==> config.mk <==
export PLATFORM = sky130hd
export DESIGN_NAME = tnn_popcount_neuron
export DESIGN_NICKNAME = d
export VERILOG_FILES = /design/src/rtl/tnn_popcount_neuron.sv
export SDC_FILE = /design/constraint.sdc
export NUM_CORES = 1
export LEC_CHECK = 0
export CAP_MARGIN = 20
export CORE_MARGIN = 1
export CORE_UTILIZATION = 28
export CTS_CLUSTER_SIZE = 8
export DETAILED_ROUTE_END_ITERATION = 8
export PLACE_DENSITY_LB_ADDON = 0.1
export RECOVER_POWER = 100
export REMOVE_ABC_BUFFERS = 1
export SYNTH_ARGS = -nofsm -noshare
export SYNTH_HDL_FRONTEND = slang
export SYNTH_SLANG_ARGS = --single-unit
==> constraint.sdc <==
create_clock -name clk -period 8.6 [get_ports clk]
set_input_delay 1.72 -clock clk [delete_from_list [all_inputs] [get_ports clk]]
set_output_delay 1.72 -clock clk [all_outputs]
set_load 0.02 [all_outputs]
==> src/rtl/tnn_popcount_neuron.sv <==
// tnn_popcount_neuron
// Ternary-neuron back end: accumulates (pos_cnt - neg_cnt) over a multi-beat
// frame, closes the frame on in_last or on the beat limit, and registers a
// thresholded ternary activation behind a valid/ready output handshake.
// Optional build macro: TNN_ACC_SAT_EN selects a saturating accumulator and
// enables the sticky out_sat flag; otherwise the accumulator wraps.
module tnn_popcount_neuron #(
   parameter int ACC_W     = 10,
   parameter int MAX_BEATS = 16
) (
   input  logic             clk,
   input  logic             rst,
   input  logic             in_valid,
   output logic             in_ready,
   input  logic [4:0]       pos_cnt,
   input  logic [4:0]       neg_cnt,
   input  logic             in_last,
   input  logic [ACC_W-1:0] thr_hi,
   input  logic [ACC_W-1:0] thr_lo,
   output logic             out_valid,
   input  logic             out_ready,
   output logic [1:0]       out_act,
   output logic [ACC_W-1:0] out_acc,
   output logic             out_ovf,
   output logic             out_sat
);

   localparam int              CNT_W   = 8;
   localparam logic [CNT_W-1:0] MAX_CNT = CNT_W'(MAX_BEATS);
`ifdef TNN_ACC_SAT_EN
   localparam logic SAT_EN = 1'b1;
`else
   localparam logic SAT_EN = 1'b0;
`endif

   typedef enum logic [1:0] {
      ST_IDLE = 2'd0,
      ST_ACC  = 2'd1,
      ST_OUT  = 2'd2
   } state_t;

   // Most negative / most positive representable accumulator value.
   function automatic logic [ACC_W-1:0] sat_limit(input logic negative);
      if (negative) begin
         return {1'b1, {(ACC_W-1){1'b0}}};
      end else begin
         return {1'b0, {(ACC_W-1){1'b1}}};
      end
   endfunction

   state_t             state_q, state_d;
   logic               in_ready_q;
   logic [ACC_W-1:0]   acc_q;
   logic [CNT_W-1:0]   cnt_q;
   logic               sat_q;
   logic               out_valid_q;
   logic [1:0]         out_act_q;
   logic [ACC_W-1:0]   out_acc_q;
   logic               out_ovf_q;
   logic               out_sat_q;

   logic               accept_s;
   logic               close_s;
   logic               hit_max_s;
   logic               ovf_close_s;
   logic [5:0]         delta_s;
   logic [ACC_W:0]     sum_s;
   logic               sum_ovf_s;
   logic               clamp_s;
   logic [ACC_W-1:0]   acc_next_s;
   logic [CNT_W-1:0]   cnt_next_s;
   logic [1:0]         act_s;

   assign accept_s    = in_valid & in_ready_q;
   assign cnt_next_s  = cnt_q + 8'd1;
   assign hit_max_s   = (cnt_next_s == MAX_CNT);
   assign close_s     = accept_s & (in_last | hit_max_s);
   assign ovf_close_s = hit_max_s & ~in_last;

   // Beat delta and one-bit-wider sum so overflow is visible as a sign mismatch.
   always_comb begin
      delta_s    = {1'b0, pos_cnt} - {1'b0, neg_cnt};
      sum_s      = {acc_q[ACC_W-1], acc_q} + {{(ACC_W-5){delta_s[5]}}, delta_s};
      sum_ovf_s  = sum_s[ACC_W] ^ sum_s[ACC_W-1];
      clamp_s    = SAT_EN & sum_ovf_s;
      acc_next_s = sum_s[ACC_W-1:0];
      if (clamp_s) begin
         acc_next_s = sat_limit(sum_s[ACC_W]);
      end else begin
         acc_next_s = sum_s[ACC_W-1:0];
      end
   end

   // Ternary threshold compare; +1 is tested first so it wins on inverted thresholds.
   always_comb begin
      act_s = 2'b00;
      if ($signed(acc_next_s) > $signed(thr_hi)) begin
         act_s = 2'b01;
      end else if ($signed(acc_next_s) < $signed(thr_lo)) begin
         act_s = 2'b11;
      end else begin
         act_s = 2'b00;
      end
   end

   // Next-state logic: IDLE -> ACC, ACC -> OUT on closing beat, OUT -> ACC on handshake.
   always_comb begin
      state_d = state_q;
      case (state_q)
         ST_IDLE: begin
            state_d = ST_ACC;
         end
         ST_ACC: begin
            if (close_s) begin
               state_d = ST_OUT;
            end else begin
               state_d = ST_ACC;
            end
         end
         ST_OUT: begin
            if (out_valid_q && out_ready) begin
               state_d = ST_ACC;
            end else begin
               state_d = ST_OUT;
            end
         end
         default: begin
            state_d = ST_IDLE;
         end
      endcase
   end

   // State register and registered in_ready (high exactly while in ACC).
   always_ff @(posedge clk or posedge rst) begin
      if (rst) begin
         state_q    <= ST_IDLE;
         in_ready_q <= 1'b0;
      end else begin
         state_q    <= state_d;
         in_ready_q <= (state_d == ST_ACC);
      end
   end

   // Frame accumulation, result capture on the closing beat, clear on handshake.
   always_ff @(posedge clk or posedge rst) begin
      if (rst) begin
         acc_q       <= {ACC_W{1'b0}};
         cnt_q       <= {CNT_W{1'b0}};
         sat_q       <= 1'b0;
         out_valid_q <= 1'b0;
         out_act_q   <= 2'b00;
         out_acc_q   <= {ACC_W{1'b0}};
         out_ovf_q   <= 1'b0;
         out_sat_q   <= 1'b0;
      end else begin
         if (close_s) begin
            acc_q       <= {ACC_W{1'b0}};
            cnt_q       <= {CNT_W{1'b0}};
            sat_q       <= 1'b0;
            out_valid_q <= 1'b1;
            out_act_q   <= act_s;
            out_acc_q   <= acc_next_s;
            out_ovf_q   <= ovf_close_s;
            out_sat_q   <= sat_q | clamp_s;
         end else if (accept_s) begin
            acc_q <= acc_next_s;
            cnt_q <= cnt_next_s;
            sat_q <= sat_q | clamp_s;
         end else if (out_valid_q && out_ready) begin
            out_valid_q <= 1'b0;
            out_sat_q   <= 1'b0;
         end
      end
   end

   assign in_ready  = in_ready_q;
   assign out_valid = out_valid_q;
   assign out_act   = out_act_q;
   assign out_acc   = out_acc_q;
   assign out_ovf   = out_ovf_q;
   assign out_sat   = out_sat_q;

endmodule
==> impl_metrics.py <==
metrics = {
    "floorplan": {
        "start_util_pct": 28.7,
        "die_w_um": 99.1,
        "std_cell_rows": 35,
        "core_area_sq_mm": 0.00920,
        "pin_count": 51,
        "dieArea_sq_mm": 0.00983,
        "fp.dieH_um": 99.1,
    },
    "yosys": {
        "synth-seq-cells": 35,
        "synth-edff-count": 0,
        "synthArstFlopShare_pct": 100,
        "ys_warn_count": 0,
        "synth_cell_type_count": 56,
        "netlist_instances": 273,
        "avgSynthCellArea_sq_um": 9.68,
        "netlist_area_sq_mm": 0.00264,
        "ys_seq_area_share_pct": 33.2,
        "synth.area.top_cells": "dfrtp_1 (33%), ha_1 (16%), inv_1 (5.5%)",
        "ys.flop_type": "dfrtp_1",
        "yosysTopAreaCellShare_pct": 33.2,
        "yosys.area.top_type": "dfrtp_1",
    },
    "placed_design": {
        "place_congestion": 0.804,
        "place_hpwl_um": 4700,
        "dp.cells": 427,
        "port_buffers": 49,
    },
    "finish": {
        "drive_above_1_share_pct": 6.79,
        "finalNetCount": 394,
        "final_cells": 435,
        "final_common_cell": "inv_1",
        "area_growth_pct": 25.5,
        "layout_common_cells": "inv_1 (39), dfrtp_1 (35), ha_1 (34), clkdlybuf4s50_1 (30), dlygate4sd3_1 (19)",
        "diodes": 0,
    },
    "sta": {
        "finalHoldViolCount": 0,
        "grt_setup_unrepaired": "false",
        "setup_violations": 0,
        "skew_ps": 6.98,
        "setup_tns_ps": 0,
        "max_slew_margin_pct": -32.9,
        "min_period_ps": 5940,
        "finalMaxSlewViolations": 36,
        "fmax_mhz": 168,
        "worstMarginPinSlew_ps": 1990,
        "fin_crit_sh_pct": 69.1,
    },
    "detailed_routing": {
        "first_iter_violations": 80,
        "post_drt_wl_per_cell_um": 14.0,
        "drc": 0,
        "totalWireLength_um": 6100,
        "dr.pass1.iters": 4,
        "vias": 2094,
        "via_per_inst": 4.81,
        "ant_nets": 0,
    },
    "global_routing": {
        "grt_pass1_vias": 2114,
        "grt_antenna_before_repair": 0,
        "grt_pass1_wl_um": 10300,
        "grt_max_degree": 36,
        "grt_usage_pct": 13.5,
        "grt-ovfl-total": 0,
    },
    "worst_setup_path": {
        "cp.arrival_ps": 6070,
        "worst_setup_path_end_kind": "flop",
        "path_class": "input port to flop",
        "cp.required_ps": 8730,
        "crit_path_start_kind": "input port",
        "crit_path_cell_trace": "dlygate4sd3_1, inv_1, ha_1, nor2b_1, o31a_1, o21a_1, nor2_1, ha_1, o21ai_0, nor3b_1, a31oi_1, o2111ai_1, ha_1, a211oi_1, nand2_1, o311ai_0, o21a_1, a31oi_1",
        "slowest_delay_ps": 530,
        "crit_top_cell": "ha_1",
        "path_max_fanout": 5,
        "critPathSlowestCell": "dlygate4sd3_1",
    },
    "clocking": {
        "ctsLongestPathBuffers": 2,
        "cts_root_buf": "clkbuf_8",
        "post-cts-setup-buffer-count": 0,
        "cts_hold_buf": 0,
        "clock-sinks": 35,
        "htree_levels": 2,
        "cts_tree": "yes",
        "clkTransAtPathRegs_ps": 80,
        "cts_buffers": 5,
        "ctsResizeCount": 0,
        "clock_latency_ps": 290,
    },
    "pwr": {
        "leakage_nw": 1.51,
        "p_per_area_mw_per_mm2": 334,
        "vdd_drop_max_v": 0.000138,
    },
    "run_status": {
        "status": "complete, but fails checks",
        "violations": "capacitance limit, slew limit",
    },
    "run": {
        "drv_cap": 1,
    },
    "hold_path": {
        "min_path_type": "flop to flop",
    },
}
==> logic make-up (layout without fill, tap and decap cells) <==
family | after synthesis | in the layout | synth area share [%]
and+or+nand+nor | 58 | 58 | 12.1
DFF | 35 | 35 | 33.2
adders and majority gates | 36 | 36 | 17.6
muxes | 11 | 11 | 4.93
xor gates and xnor gates | 10 | 10 | 3.88
AOI/OAI and AO/OA | 76 | 76 | 20.7
buffers and inverters | 46 | 97 | 7.44
other | 1 | 1 | 0.142
==> layout make-up <==
| type | instances | area (sq um) |
|---|---|---|
| Tap cell | 111 | 139 |
| Timing Repair Buffer | 50 | 494 |
| Multi-Input combinational cell | 192 | 1550 |
| Inverter | 39 | 146 |
| Fill cell | 956 | 5880 |
| Clock inverter | 3 | 43.8 |
| Clock buffer | 5 | 68.8 |
| Sequential cell | 35 | 876 |
==> cell usage after synthesis (2+ instances only) <==
master,count
a21o_1,3
clkbuf_1,3
o22ai_1,3
nor2_1,16
ha_1,34
o21a_1,7
nor3_1,2
a21oi_1,13
nor2b_1,5
nand2_1,9
o31ai_1,5
and3_1,4
nand3_1,7
mux2_4,2
a21boi_0,2
nand3b_1,2
mux2_2,7
nor4b_1,2
inv_1,39
nor3b_1,2
nor4_2,2
o41ai_1,2
xnor2_2,2
xnor2_1,7
o21ai_1,2
a22o_1,12
o21ai_0,12
dfrtp_1,35
a31oi_1,4
fa_1,2
==> per-stage QoR <==
stage                     total power [mW]  hold slack (ps)  instance area (sq um)  utilization (%)  setup WS [ps]
after floorplan                      0.782              447                   2590                -           3350
after CTS                             1.15              486                   3340             36.3           2820
after global routing                  1.23              520                   3310             36.0           2120
after detailed placement             0.997              474                   3230             35.1           2510
after global placement               0.992              470                   3230             35.1           2610
final                                 1.11              484                   3310             36.0           2660
==> worst paths after layout <==
| check | start | to | slack, ps | cells past startpoint |
|---|---|---|---|---|
| setup / recovery | neg_cnt[1] | out_act[0]$_DFFE_PP0P_ | 2660 | 18 |
| hold / removal | state_q[0]$_DFF_PP0_ | state_q[0]$_DFF_PP0_ | 480 | 1 |
| setup reg to reg | acc_q[0]$_DFFE_PP0P_ | out_act[0]$_DFFE_PP0P_ | 5060 | 14 |
| hold reg to reg | state_q[0]$_DFF_PP0_ | state_q[0]$_DFF_PP0_ | 480 | 1 |
| max in group asynchronous | rst | acc_q[8]$_DFFE_PP0P_ | 4870 | 3 |
| min in group asynchronous | rst | state_q[0]$_DFF_PP0_ | 2590 | 3 |
==> registers in the layout, indices dropped and copies added (netlist names) <==
| register | count |
|---|---|
| out_act | 2 |
| out_valid | 1 |
| out_ovf | 1 |
| state_q | 2 |
| out_acc | 10 |
| cnt_q | 8 |
| acc_q | 10 |
| in_ready | 1 |
==> power breakdown <==
part	internal, mW	total, mW	switching [mW]
Combinational	0.318	0.693	0.376
Sequential	0.225	0.265	0.0399
Clock	0.0863	0.150	0.0635
==> per-layer routing <==
layer  GRT usage (%)  up-vias  part of all wire (%)
li1                -     1085                     -
met1            18.8      963                    52
met2            21.1       40                    43
met3            2.60        6                   3.7
met4            4.07        0                   1.2
met5               0        -                     0
==> worst max-delay path, delay by kind of cell <==
family	cells	cell delay, ps
buffers and inverters	2	620
AOI/OAI and AO/OA	9	2190
and+or+nand+nor	4	560
adders and majority gates	3	970
(Power assumes the default switching activity.)
==> variant (same settings) <==
`ACC_W`: 10 -> 5.
--- a/src/rtl/tnn_popcount_neuron.sv
+++ b/src/rtl/tnn_popcount_neuron.sv
@@ -7,3 +7,3 @@
 module tnn_popcount_neuron #(
-   parameter int ACC_W     = 10,
+   parameter int ACC_W     = 5,
    parameter int MAX_BEATS = 16
Ports: changed (resized out_acc, thr_hi and thr_lo); port bits go from 51 to 36. No check against the original RTL was run, so the function may have changed too.
==> variant against the original RTL <==
  * Power fell by 41%
  * Clock power shrank 52%
  * Sequential power down 33%
  * Sequential share of layout area grew 3.7 points
  * Core utilization rose by 1.4 points
  * Sequential cell count is 10 lower
  * Critical path depth down 4
  * Hold slack gained 0.00064 ns
  * Synthesized cell count is 37% lower
  * Synthesized area shrank 39%
  * Wire length decreased by 43%
  * Setup slack improved by 1.0 ns
  * Die area is 38% lower
  * Cell area down 37%
  * Critical path type unchanged
  * Highest routed layer unchanged
==> variant: results (changes against the original RTL) <==
[detailed_routing]
first_pass_iters=4  ; unchanged
dr_total_vias=1312  ; was 2094
drt-initial-drc-count=57  ; was 80
drt-total-wl_mm=3.50  ; was 6.10 mm

[place]
place.gp.congestion=0.722  ; was 0.804
port_buffers=34  ; was 49
dp_slack_ns=3.46  ; was 2.51 ns
dp.final_hpwl_mm=2.75  ; was 4.70 mm

[clocking]
clk_latency_ns=0.27  ; was 0.29 ns
clkTransAtPathRegs_ns=0.10  ; was 0.08 ns
cts-buffers-inserted=3  ; was 5
htreeDepth=1  ; was 2

[critical_path]
timing.rr.start=acc_q[1]  ; was acc_q[0]
crit_start=pos_cnt[1]  ; was neg_cnt[1]
critPathArrivalTime_ns=5.17  ; was 6.07 ns
reg2regPathDepth=13  ; was 14
crit_fanout=4  ; was 5

[logic_synthesis]
ys_types=38  ; was 56
synth_area_leaders=dfrtp_1 (39%), ha_1 (12%), inv_1 (6.3%)  ; was dfrtp_1 (33%), ha_1 (16%), inv_1 (5.5%)
ys_seq_area_frac=0.386  ; was 0.332
synthMuxAreaShare=0.0347  ; was 0.0493
synth_top_area_frac=0.386  ; was 0.332
synth_commonest_cells=inv_1 (27), dfrtp_1 (25), nand2_1 (16)  ; was inv_1 (39), dfrtp_1 (35), ha_1 (34)
synth_xor_xnor_area_share=0.0324  ; was 0.0388
synthAdderAreaFrac=0.165  ; was 0.176

[grt]
grt_pass1_vias=1352  ; was 2114
grt_max_degree=26  ; was 36
grt_first_pass_wirelength_mm=6.02  ; was 10.3 mm
grt_usage=0.127  ; was 0.135

[power]
vdd_drop_max_mv=0.192  ; was 0.138 mV
leakage_nw=0.983  ; was 1.51 nW

[cells_and_area]
drive_gt1_frac=0.0583  ; was 0.0679
nets=251  ; was 394

[status]
status=complete, no violations  ; was finished, violations left

[sta]
final-max-slew-violation-count=0  ; was 36
worstMarginPinSlew_ns=1.21  ; was 1.99 ns
skew_ns=0.0119  ; was 0.00698 ns

[variant: area by class of cell]
type	count	area, um2
clock inverter	1	7.51
tap	72	90.1
sequential	25	626
multi-input combinational	115	863
fill	581	3470
clock buffer	3	41.3
inverter	27	101
timing repair buffer	35	344
[variant: critical path: stages]
cell and delay (ns):
dlygate4sd3_1 0.52, inv_1 0.05, fa_1 0.53, inv_1 0.07
fa_1 0.45, a21o_1 0.19, a21oi_1 0.17, xnor2_1 0.17
ha_1 0.32, inv_1 0.05, or4_1 0.39, o21ai_0 0.23
nor2b_1 0.17, a22o_1 0.13
[variant: final timing paths]
path / end / slack [ns]
max: out_act[1] / 3.65
min: in_ready / 0.48
max reg2reg: out_act[1] / 5.34
min reg2reg: in_ready / 0.48
max in group asynchronous: cnt_q[3] / 5.46
min in group asynchronous: state_q[0] / 1.76
[variant: logic make-up (layout without fill, tap and decap cells)]
group | after synthesis | in the layout
multiplexers | 5 | 5
XOR/XNOR | 6 | 6
AND/OR/NAND/NOR | 41 | 41
AO/OA/AOI/OAI | 43 | 43
other | 1 | 1
buffers and inverters | 31 | 66
flip-flops | 25 | 25
adder cells (fa/ha/maj) | 19 | 19
[variant: through the flow]
step / instance area [um2] / hold WS (ns) / utilization / instances / power [mW]
after floorplan: 1600 / 0.447 / - / 167 / 0.470
after global placement: 2030 / 0.462 / 0.366 / 273 / 0.588
after detailed placement: 2030 / 0.474 / 0.366 / 273 / 0.600
after CTS: 2080 / 0.487 / 0.375 / 277 / 0.675
after global routing: 2070 / 0.519 / 0.374 / 278 / 0.728
final: 2070 / 0.485 / 0.374 / 278 / 0.654
[variant: power by group]
part,leakage (nW),internal [mW],switching [mW]
clock,0.0217,0.0329,0.0398
combinational,0.644,0.181,0.222
sequential,0.317,0.155,0.0238
total,0.983,0.368,0.286
[variant: metal layers]
metal | routed length [um] | GRT usage | vias to the layer above
met5 | 0 | 0 | -
met2 | 1790 | 0.230 | 24
met1 | 1570 | 0.149 | 628
li1 | - | - | 655
met3 | 86 | 0.0209 | 5
met4 | 55 | 0.0463 | 0
